### src/rtl/digit_scan_ctrl.sv
// Digit scan sequencer driving a 3-to-8 decoder: SHOW each digit for DWELL clocks, then BLANK dead clocks.
// Optional digit skipping is enabled by defining SCAN_MASK_EN (adds the iMask port).
module digit_scan_ctrl #(
    parameter int DWELL      = 100000,
    parameter int BLANK      = 4,
    parameter int LAST_DIGIT = 7
) (
    input  logic       iClk,
    input  logic       iRst,
    input  logic       iRun,
    output logic [2:0] oData,
    output logic [1:0] oEna,
    output logic       oStrobe,
    output logic       oWrap
`ifdef SCAN_MASK_EN
    ,
    input  logic [7:0] iMask
`endif
);

    localparam int DW = (DWELL > 1) ? $clog2(DWELL + 1) : 1;
    localparam int BW = (BLANK > 0) ? $clog2(BLANK + 1) : 1;
    localparam logic [DW-1:0] DCNT_LAST = DW'(DWELL - 1);
    localparam logic [BW-1:0] BCNT_LAST = (BLANK > 0) ? BW'(BLANK - 1) : {BW{1'b0}};
    localparam logic [2:0]    LAST      = 3'(LAST_DIGIT);
    localparam logic [1:0]    ENA_ON    = 2'b10;
    localparam logic [1:0]    ENA_OFF   = 2'b00;

    typedef enum logic [1:0] {
        S_IDLE  = 2'd0,
        S_SHOW  = 2'd1,
        S_BLANK = 2'd2
    } state_t;

    state_t          r_state;
    logic [2:0]      r_data;
    logic [1:0]      r_ena;
    logic            r_strobe;
    logic            r_wrap;
    logic [DW-1:0]   r_dcnt;
    logic [BW-1:0]   r_bcnt;
    logic            r_hold;

    state_t          w_state_nx;
    logic [2:0]      w_data_nx;
    logic [1:0]      w_ena_nx;
    logic            w_strobe_nx;
    logic            w_wrap_nx;
    logic [DW-1:0]   w_dcnt_nx;
    logic [BW-1:0]   w_bcnt_nx;
    logic            w_hold_nx;

    // {found, index} candidates for the start digit and for the next digit
    logic [3:0]      w_first;
    logic [3:0]      w_next;

`ifdef SCAN_MASK_EN
    function automatic logic [3:0] lowest_unmasked(input logic [7:0] mask);
        logic [3:0] res;
        res = 4'b0000;
        for (int k = LAST_DIGIT; k >= 0; k--) begin
            if (!mask[k]) begin
                res = {1'b1, 3'(k)};
            end
        end
        return res;
    endfunction

    function automatic logic [3:0] next_unmasked(input logic [2:0] old, input logic [7:0] mask);
        logic [2:0] cand;
        logic [3:0] res;
        cand = old;
        res  = 4'b0000;
        for (int k = 0; k <= LAST_DIGIT; k++) begin
            cand = (cand == LAST) ? 3'd0 : cand + 3'd1;
            if (!res[3] && !mask[cand]) begin
                res = {1'b1, cand};
            end
        end
        return res;
    endfunction

    // Recovering from an all-masked hold restarts at the lowest digit, otherwise step cyclically
    always_comb begin
        w_first = lowest_unmasked(iMask);
        if (r_hold) begin
            w_next = w_first;
        end else begin
            w_next = next_unmasked(r_data, iMask);
        end
    end
`else
    // Without masking every digit is eligible
    always_comb begin
        w_first = 4'b1000;
        if (r_data == LAST) begin
            w_next = 4'b1000;
        end else begin
            w_next = {1'b1, r_data + 3'd1};
        end
    end
`endif

    // State register and registered outputs
    always_ff @(posedge iClk or posedge iRst) begin
        if (iRst) begin
            r_state  <= S_IDLE;
            r_data   <= 3'd0;
            r_ena    <= ENA_OFF;
            r_strobe <= 1'b0;
            r_wrap   <= 1'b0;
            r_dcnt   <= {DW{1'b0}};
            r_bcnt   <= {BW{1'b0}};
            r_hold   <= 1'b0;
        end else begin
            r_state  <= w_state_nx;
            r_data   <= w_data_nx;
            r_ena    <= w_ena_nx;
            r_strobe <= w_strobe_nx;
            r_wrap   <= w_wrap_nx;
            r_dcnt   <= w_dcnt_nx;
            r_bcnt   <= w_bcnt_nx;
            r_hold   <= w_hold_nx;
        end
    end

    // Next-state and next-output decode
    always_comb begin
        w_state_nx  = r_state;
        w_data_nx   = r_data;
        w_ena_nx    = r_ena;
        w_strobe_nx = 1'b0;
        w_wrap_nx   = 1'b0;
        w_dcnt_nx   = r_dcnt;
        w_bcnt_nx   = r_bcnt;
        w_hold_nx   = r_hold;
        case (r_state)
            S_IDLE: begin
                w_data_nx = 3'd0;
                w_ena_nx  = ENA_OFF;
                w_dcnt_nx = {DW{1'b0}};
                w_bcnt_nx = {BW{1'b0}};
                w_hold_nx = 1'b0;
                if (iRun) begin
                    if (w_first[3]) begin
                        w_state_nx  = S_SHOW;
                        w_data_nx   = w_first[2:0];
                        w_ena_nx    = ENA_ON;
                        w_strobe_nx = 1'b1;
                    end else begin
                        w_state_nx = S_BLANK;
                        w_hold_nx  = 1'b1;
                    end
                end else begin
                    w_state_nx = S_IDLE;
                end
            end
            S_SHOW, S_BLANK: begin
                if (!iRun) begin
                    w_state_nx = S_IDLE;
                    w_data_nx  = 3'd0;
                    w_ena_nx   = ENA_OFF;
                    w_dcnt_nx  = {DW{1'b0}};
                    w_bcnt_nx  = {BW{1'b0}};
                    w_hold_nx  = 1'b0;
                end else if (r_state == S_SHOW && r_dcnt != DCNT_LAST) begin
                    w_dcnt_nx = r_dcnt + {{(DW-1){1'b0}}, 1'b1};
                end else if (r_state == S_SHOW && BLANK > 0) begin
                    w_state_nx = S_BLANK;
                    w_ena_nx   = ENA_OFF;
                    w_dcnt_nx  = {DW{1'b0}};
                    w_bcnt_nx  = {BW{1'b0}};
                end else if (r_state == S_BLANK && !r_hold && r_bcnt != BCNT_LAST) begin
                    w_bcnt_nx = r_bcnt + {{(BW-1){1'b0}}, 1'b1};
                end else if (w_next[3]) begin
                    // Advance: end of dwell with no blank phase, end of blank, or a mask cleared
                    w_state_nx  = S_SHOW;
                    w_data_nx   = w_next[2:0];
                    w_ena_nx    = ENA_ON;
                    w_strobe_nx = 1'b1;
                    w_wrap_nx   = (w_next[2:0] <= r_data);
                    w_dcnt_nx   = {DW{1'b0}};
                    w_bcnt_nx   = {BW{1'b0}};
                    w_hold_nx   = 1'b0;
                end else begin
                    w_state_nx = S_BLANK;
                    w_ena_nx   = ENA_OFF;
                    w_dcnt_nx  = {DW{1'b0}};
                    w_bcnt_nx  = {BW{1'b0}};
                    w_hold_nx  = 1'b1;
                end
            end
            default: begin
                w_state_nx = S_IDLE;
                w_data_nx  = 3'd0;
                w_ena_nx   = ENA_OFF;
                w_dcnt_nx  = {DW{1'b0}};
                w_bcnt_nx  = {BW{1'b0}};
                w_hold_nx  = 1'b0;
            end
        endcase
    end

    assign oData   = r_data;
    assign oEna    = r_ena;
    assign oStrobe = r_strobe;
    assign oWrap   = r_wrap;

endmodule

### config.mk
export PLATFORM = sky130hd
export DESIGN_NAME = digit_scan_ctrl
export DESIGN_NICKNAME = d
export VERILOG_FILES = /design/src/rtl/digit_scan_ctrl.sv
export SDC_FILE = /design/constraint.sdc
export NUM_CORES = 1
export LEC_CHECK = 0
export BUFFER_PORTS_ARGS = -buffer_cell sky130_fd_sc_hd__clkbuf_2
export CAP_MARGIN = 10
export CORE_ASPECT_RATIO = 1.75
export CORE_UTILIZATION = 28
export CTS_BUF_LIST = sky130_fd_sc_hd__clkbuf_8
export CTS_CLUSTER_SIZE = 25
export DETAILED_ROUTE_END_ITERATION = 8
export GPL_ROUTABILITY_DRIVEN = 0
export PLACE_DENSITY = 0.53
export SETUP_SLACK_MARGIN = 0.4
export SLEW_MARGIN = 10
export SYNTH_ARGS = -nofsm -noshare
export SYNTH_HDL_FRONTEND = slang
export SYNTH_SLANG_ARGS = --single-unit
### constraint.sdc
create_clock -name iClk -period 2 [get_ports iClk]
set_clock_uncertainty 0.05 [all_clocks]
set_input_delay 0.1 -clock iClk [delete_from_list [all_inputs] [get_ports iClk]]
set_output_delay 0.1 -clock iClk [all_outputs]
set_load 0.02 [all_outputs]
# ---- After elaboration in Yosys (flattened, before gate mapping)
# Cells that the tools add are included.
dict set report word_totals {
  output_inout_bits 7
  reg_bits 30
  wordCells 82
  in_bits 3
}
dict set report classes {
  magnitude_cmp 1
  add_sub_neg 3
  n_reduce_logical 9
  mux 50
  eq_ne 11
}
# op n
set op_table {}
lappend op_table {{$mux W17} 5}
lappend op_table {{$mux W3} 12}
lappend op_table {{$mux W2} 11}
lappend op_table {{$mux W1} 19}
lappend op_table {{$add A17 B1 Y17 const B} 1}
lappend op_table {{$ne A17 B17 Y1 const B} 1}
lappend op_table {{$ne A3 B3 Y1 const B} 4}
lappend op_table {{$pmux W2 S2} 2}
lappend op_table {{$add A3 B1 Y3 const B} 2}
lappend op_table {{$ne A5 B5 Y1 const B} 1}
lappend op_table {{$ne A4 B4 Y1 const B} 1}
lappend op_table {{$reduce_and A4 Y1} 1}
lappend op_table {{$eq A3 B3 Y1 const B} 1}
lappend op_table {{$le A3 B3 Y1} 1}
lappend op_table {{$logic_and A1 B1 Y1} 3}
lappend op_table {{$ne A3 B2 Y1 const B} 1}
lappend op_table {{$reduce_and A3 Y1} 1}
lappend op_table {{$eq A2 B1 Y1 const B} 1}
lappend op_table {{$eq A2 B2 Y1 const B} 1}
lappend op_table {{$logic_not A2 Y1} 1}
lappend op_table {{$pmux W1 S2} 1}
lappend op_table {{$reduce_and A2 Y1} 1}
lappend op_table {{$reduce_or A2 Y1} 1}
lappend op_table {{$logic_not A1 Y1} 1}

# ---- Longest topological paths before layout
dict set report depth {
  depth_word 9
  mapped_depth 7
  mapped_depth_nobuf 6
}

# ---- Least setup slack after synthesis
# Ideal clock, no wire load.
dict set report synth_timing {
  path_type {reg2reg}
  from {register r_bcnt[0]}
  to {register r_dcnt[13]}
  arrival_time_ps 1659
  stages_incl_launch_ff 7
  path_slack_ps 170
  required_time_ps 1829
  cell_sequence {dfrtp_1 -> ha_1 -> ha_1 -> nand2b_1 -> o31ai_2 -> nor4_1 -> o22a_1}
}
dict set report synth_via {
  elab_chain_len 3
}
# element line_no
set synth_lines {}
lappend synth_lines {{start, declared} 41} ;# logic [BW-1:0] r_bcnt;
lappend synth_lines {{start signal, assigned} 113} ;# r_bcnt <= {BW{1'b0}};
lappend synth_lines {{start signal, assigned} 122} ;# r_bcnt <= w_bcnt_nx;
lappend synth_lines {{$ne A3 B2 Y1} 173} ;# end else if (r_state == S_BLANK && !r_hold && r_bcnt != BCNT_LAST) begin
lappend synth_lines {{$logic_and A1 B1 Y1} 173}
lappend synth_lines {{$ne A5 B5 Y1 (no line)} n/a}
lappend synth_lines {{end signal, assigned} 112} ;# r_dcnt <= {DW{1'b0}};
lappend synth_lines {{end signal, assigned} 121} ;# r_dcnt <= w_dcnt_nx;
lappend synth_lines {{end, declared} 40} ;# logic [DW-1:0] r_dcnt;
# No other way between the ends.
# A chain may end at the register's enable or synchronous reset.

# ---- Worst setup path after layout
dict set report layout_timing {
  from {register r_bcnt[1]}
  to {register r_dcnt[12]}
}
# Same word-level chain as after synthesis.

==> flow_metrics.py <==
metrics = {
    "synth": {
        "synth.most_common_cell": "dfrtp_1",
        "synth_async_sr_flop_share_pct": 100.0,
        "yosys.area.top_type": "dfrtp_1",
        "yosysTopAreaCellShare_pct": 42.15,
        "yosysSeqAreaShare_pct": 42.15,
        "synth_fp_nets": 169,
        "yosys-top-cells-area": "dfrtp_1 42%, ha_1 7.0%, a21oi_2 2.7%, a22o_1 2.7%, nand2_1 2.3%",
        "yosys_warnings": 0,
        "synth.cells.most_frequent": "27 x dfrtp_1, 10 x nand2_1, 9 x ha_1, 9 x nor2_1",
        "synthCells": 157,
        "post_synth.cell_area_avg_um2": 10.21,
        "yosys_register_bits": 27,
        "synth_cell_types": 45,
        "syn_area_um2": 1603,
        "synth-edff-count": 0,
        "synth_ff_type": "dfrtp_1",
    },
    "run_status": {
        "outcome": "completed",
    },
    "clocking": {
        "cts_tree": "built",
        "clk_latency_ps": 280,
        "root_buffer": "clkbuf_8",
        "clk_path_buf_depth": 2,
        "path_clk_slew_ps": 100,
        "cts-buffers-inserted": 3,
        "htreeDepth": 1,
        "cts_sinks": 27,
    },
    "power": {
        "p_int_w": 0.0008709,
        "p_sw_share_pct": 31.35,
        "p_leak_nw": 0.9379,
        "peakVddDrop_mv": 0.3747,
        "p_per_area_nw_per_um2": 571.2,
        "seqPwrFrac_pct": 46.8,
        "p_switching_w": 0.0003977,
        "p_clk_share_pct": 24.5,
        "comb_power_share_pct": 28.7,
        "power_w": 0.001269,
    },
    "worst_setup_path": {
        "crit_required_ps": 2110,
        "worst_setup_path_start_kind": "flip-flop",
        "endpoint_kind": "flip-flop",
        "crit_arrival_ps": 1900,
        "crit_type": "reg -> reg",
        "crit_fanout": 8,
    },
    "sta": {
        "setup_viol": 0,
        "post-route-period-util_pct": 89.37,
        "slew_violations": 0,
        "clock.fmax_mhz": 559.5,
        "hold_violations": 0,
        "finalSetupTns_ps": 0,
        "post-route-min-period_ps": 1787,
        "rsz0062_at_grt": "true",
    },
    "finish": {
        "drive_above_1_share_pct": 50.00,
        "area_growth_pct": 38.56,
        "n_antenna_cell": 0,
        "fin_nets": 199,
        "final_cells": 262,
    },
    "global_routing": {
        "grt_pass1_vias": 1416,
        "grt_pass1_wl_mm": 6.837,
        "grt_max_degree": 28,
        "grt_usage_pct": 15.24,
        "grt_overflow": 0,
        "antenna_found_initial": 0,
    },
    "place": {
        "dp_hpwl_mm": 2.735,
        "io_buffers": 8,
        "dp.cells": 237,
    },
    "hold_path": {
        "hold_class": "in -> reg",
    },
    "floorplan": {
        "start_util_pct": 28.93,
        "io_pins": 10,
        "dieWidth_um": 59.19,
        "core_area_um2": 5540,
        "dieArea_um2": 6042,
        "rows": 36,
        "die_h_um": 102.1,
    },
    "route": {
        "wl_per_cell_um": 15.63,
        "wl_mm": 4.095,
        "vias": 1339,
        "ant_nets": 0,
        "dr.pass1.iters": 4,
        "drc": 0,
        "drt_iter0_markers": 19,
        "vias_per_cell": 5.111,
    },
    "run": {
        "drv_cap": 0,
    },
}
## per-stage QoR
step	util (%)	instance area [µm²]	setup slack (ps)	hold WS, ps
after CTS	36.86	2042	236.0	122.4
after global placement	32.86	1821	245.1	102.7
after global routing	40.09	2221	170.9	215.8
final	40.09	2221	212.5	168.4
after floorplan	-	1733	355.0	102.6
after detailed placement	32.86	1821	186.9	115.5
## worst max-delay path, cell delays in order, from the launching register on
cell	delay, ps
dfrtp_1	420
ha_2	210
ha_4	150
nand2b_4	170
o311ai_4	310
buf_6	180
or3_1	130
a21oi_2	60
## registers in the layout, summed over array words and instances, names as in the netlist
register  count
r_dcnt       17
oData         3
r_bcnt        3
r_state       2
oStrobe       1
oWrap         1
## power groups by stage
stage / logic (W) / registers, W / clock network (W)
global placement: 0.000257 / 0.000607 / 0
floorplan: 0.000197 / 0.000622 / 0
detailed placement: 0.000262 / 0.000610 / 0
finish: 0.000364 / 0.000593 / 0.000311
CTS: 0.000317 / 0.000597 / 0.000322
global route: 0.000400 / 0.000597 / 0.000349
## logic make-up (layout without fill, tap and decap cells)
kind of cell / after synthesis / in the layout / share of synthesized area [%]
simple gates: 57 / 57 / 21.39
compound gates: 40 / 40 / 18.66
flops: 27 / 27 / 42.15
buf+inv: 16 / 45 / 5.777
fa+ha+maj: 9 / 9 / 7.026
mux: 5 / 5 / 3.669
xor+xnor: 2 / 2 / 1.093
other cells: 1 / 1 / 0.2340
## cells in the final DEF (no fill, tap or decap), types with 2 or more instances in the layout
cell type / instances
buf_6: 6
o21ai_1: 4
nand4_1: 2
a31o_4: 2
nand2_1: 7
a21oi_2: 6
or4_4: 2
mux2_4: 4
inv_1: 5
clkbuf_8: 3
ha_4: 5
inv_2: 2
clkbuf_2: 8
o22a_1: 2
a21oi_1: 4
and3_1: 4
a22o_1: 5
nor3_1: 2
o21ai_2: 2
or3_4: 2
dfrtp_1: 22
nand2b_1: 2
or3_1: 2
nand3_1: 5
dfrtp_2: 5
ha_1: 2
nand2_2: 2
or4_1: 3
buf_4: 18
nor2_1: 8
ha_2: 2
o31ai_1: 4
## area by class of cell
type                    instances  area, µm²
fillers                       524       3319
multi-input cells             114       1114
flip-flops and latches         27      681.9
repair buffers                 34      257.7
well taps                      76      95.09
clock buffers                   3      41.29
inverters                       7      26.28
clock inverters                 1      5.005
## metal layers
| metal | GRT usage, % | vias up | part of all wire (%) |
|---|---|---|---|
| li1 | - | 639 | - |
| met1 | 14.43 | 675 | 35 |
| met2 | 30.68 | 16 | 60 |
| met3 | 1.139 | 9 | 1.0 |
| met4 | 7.875 | 0 | 3.2 |
| met5 | 0 | - | 0 |
## repair_timing
action / 4_1_cts / 5_1_grt
cloned: 1 / 0
buffers inserted: 8 / 11
endpoints found under the setup margin: 24 / 26
gates resized for setup: 21 / 22
hold endpoints to repair: 27 / 0
hold buffers: 1 / 0
pin swaps: 8 / 16
## worst paths after layout
kind | slack [ps] | cells past startpoint | endpoint | startpoint
hold / removal | 170 | 3 | r_state[0]$_DFFE_PP0P_ | iRun
min in group asynchronous | 360 | 4 | r_dcnt[15]$_DFFE_PP0P_ | iRst
max in group asynchronous | 1250 | 4 | r_dcnt[12]$_DFFE_PP0P_ | iRst
hold reg to reg | 520 | 1 | oData[0]$_DFFE_PP0P_ | oData[0]$_DFFE_PP0P_
setup reg to reg | 210 | 7 | r_dcnt[12]$_DFFE_PP0P_ | r_bcnt[1]$_DFFE_PP0P_
setup / recovery | 210 | 7 | r_dcnt[12]$_DFFE_PP0P_ | r_bcnt[1]$_DFFE_PP0P_
No activity file was read; power rests on OpenSTA's default activity.
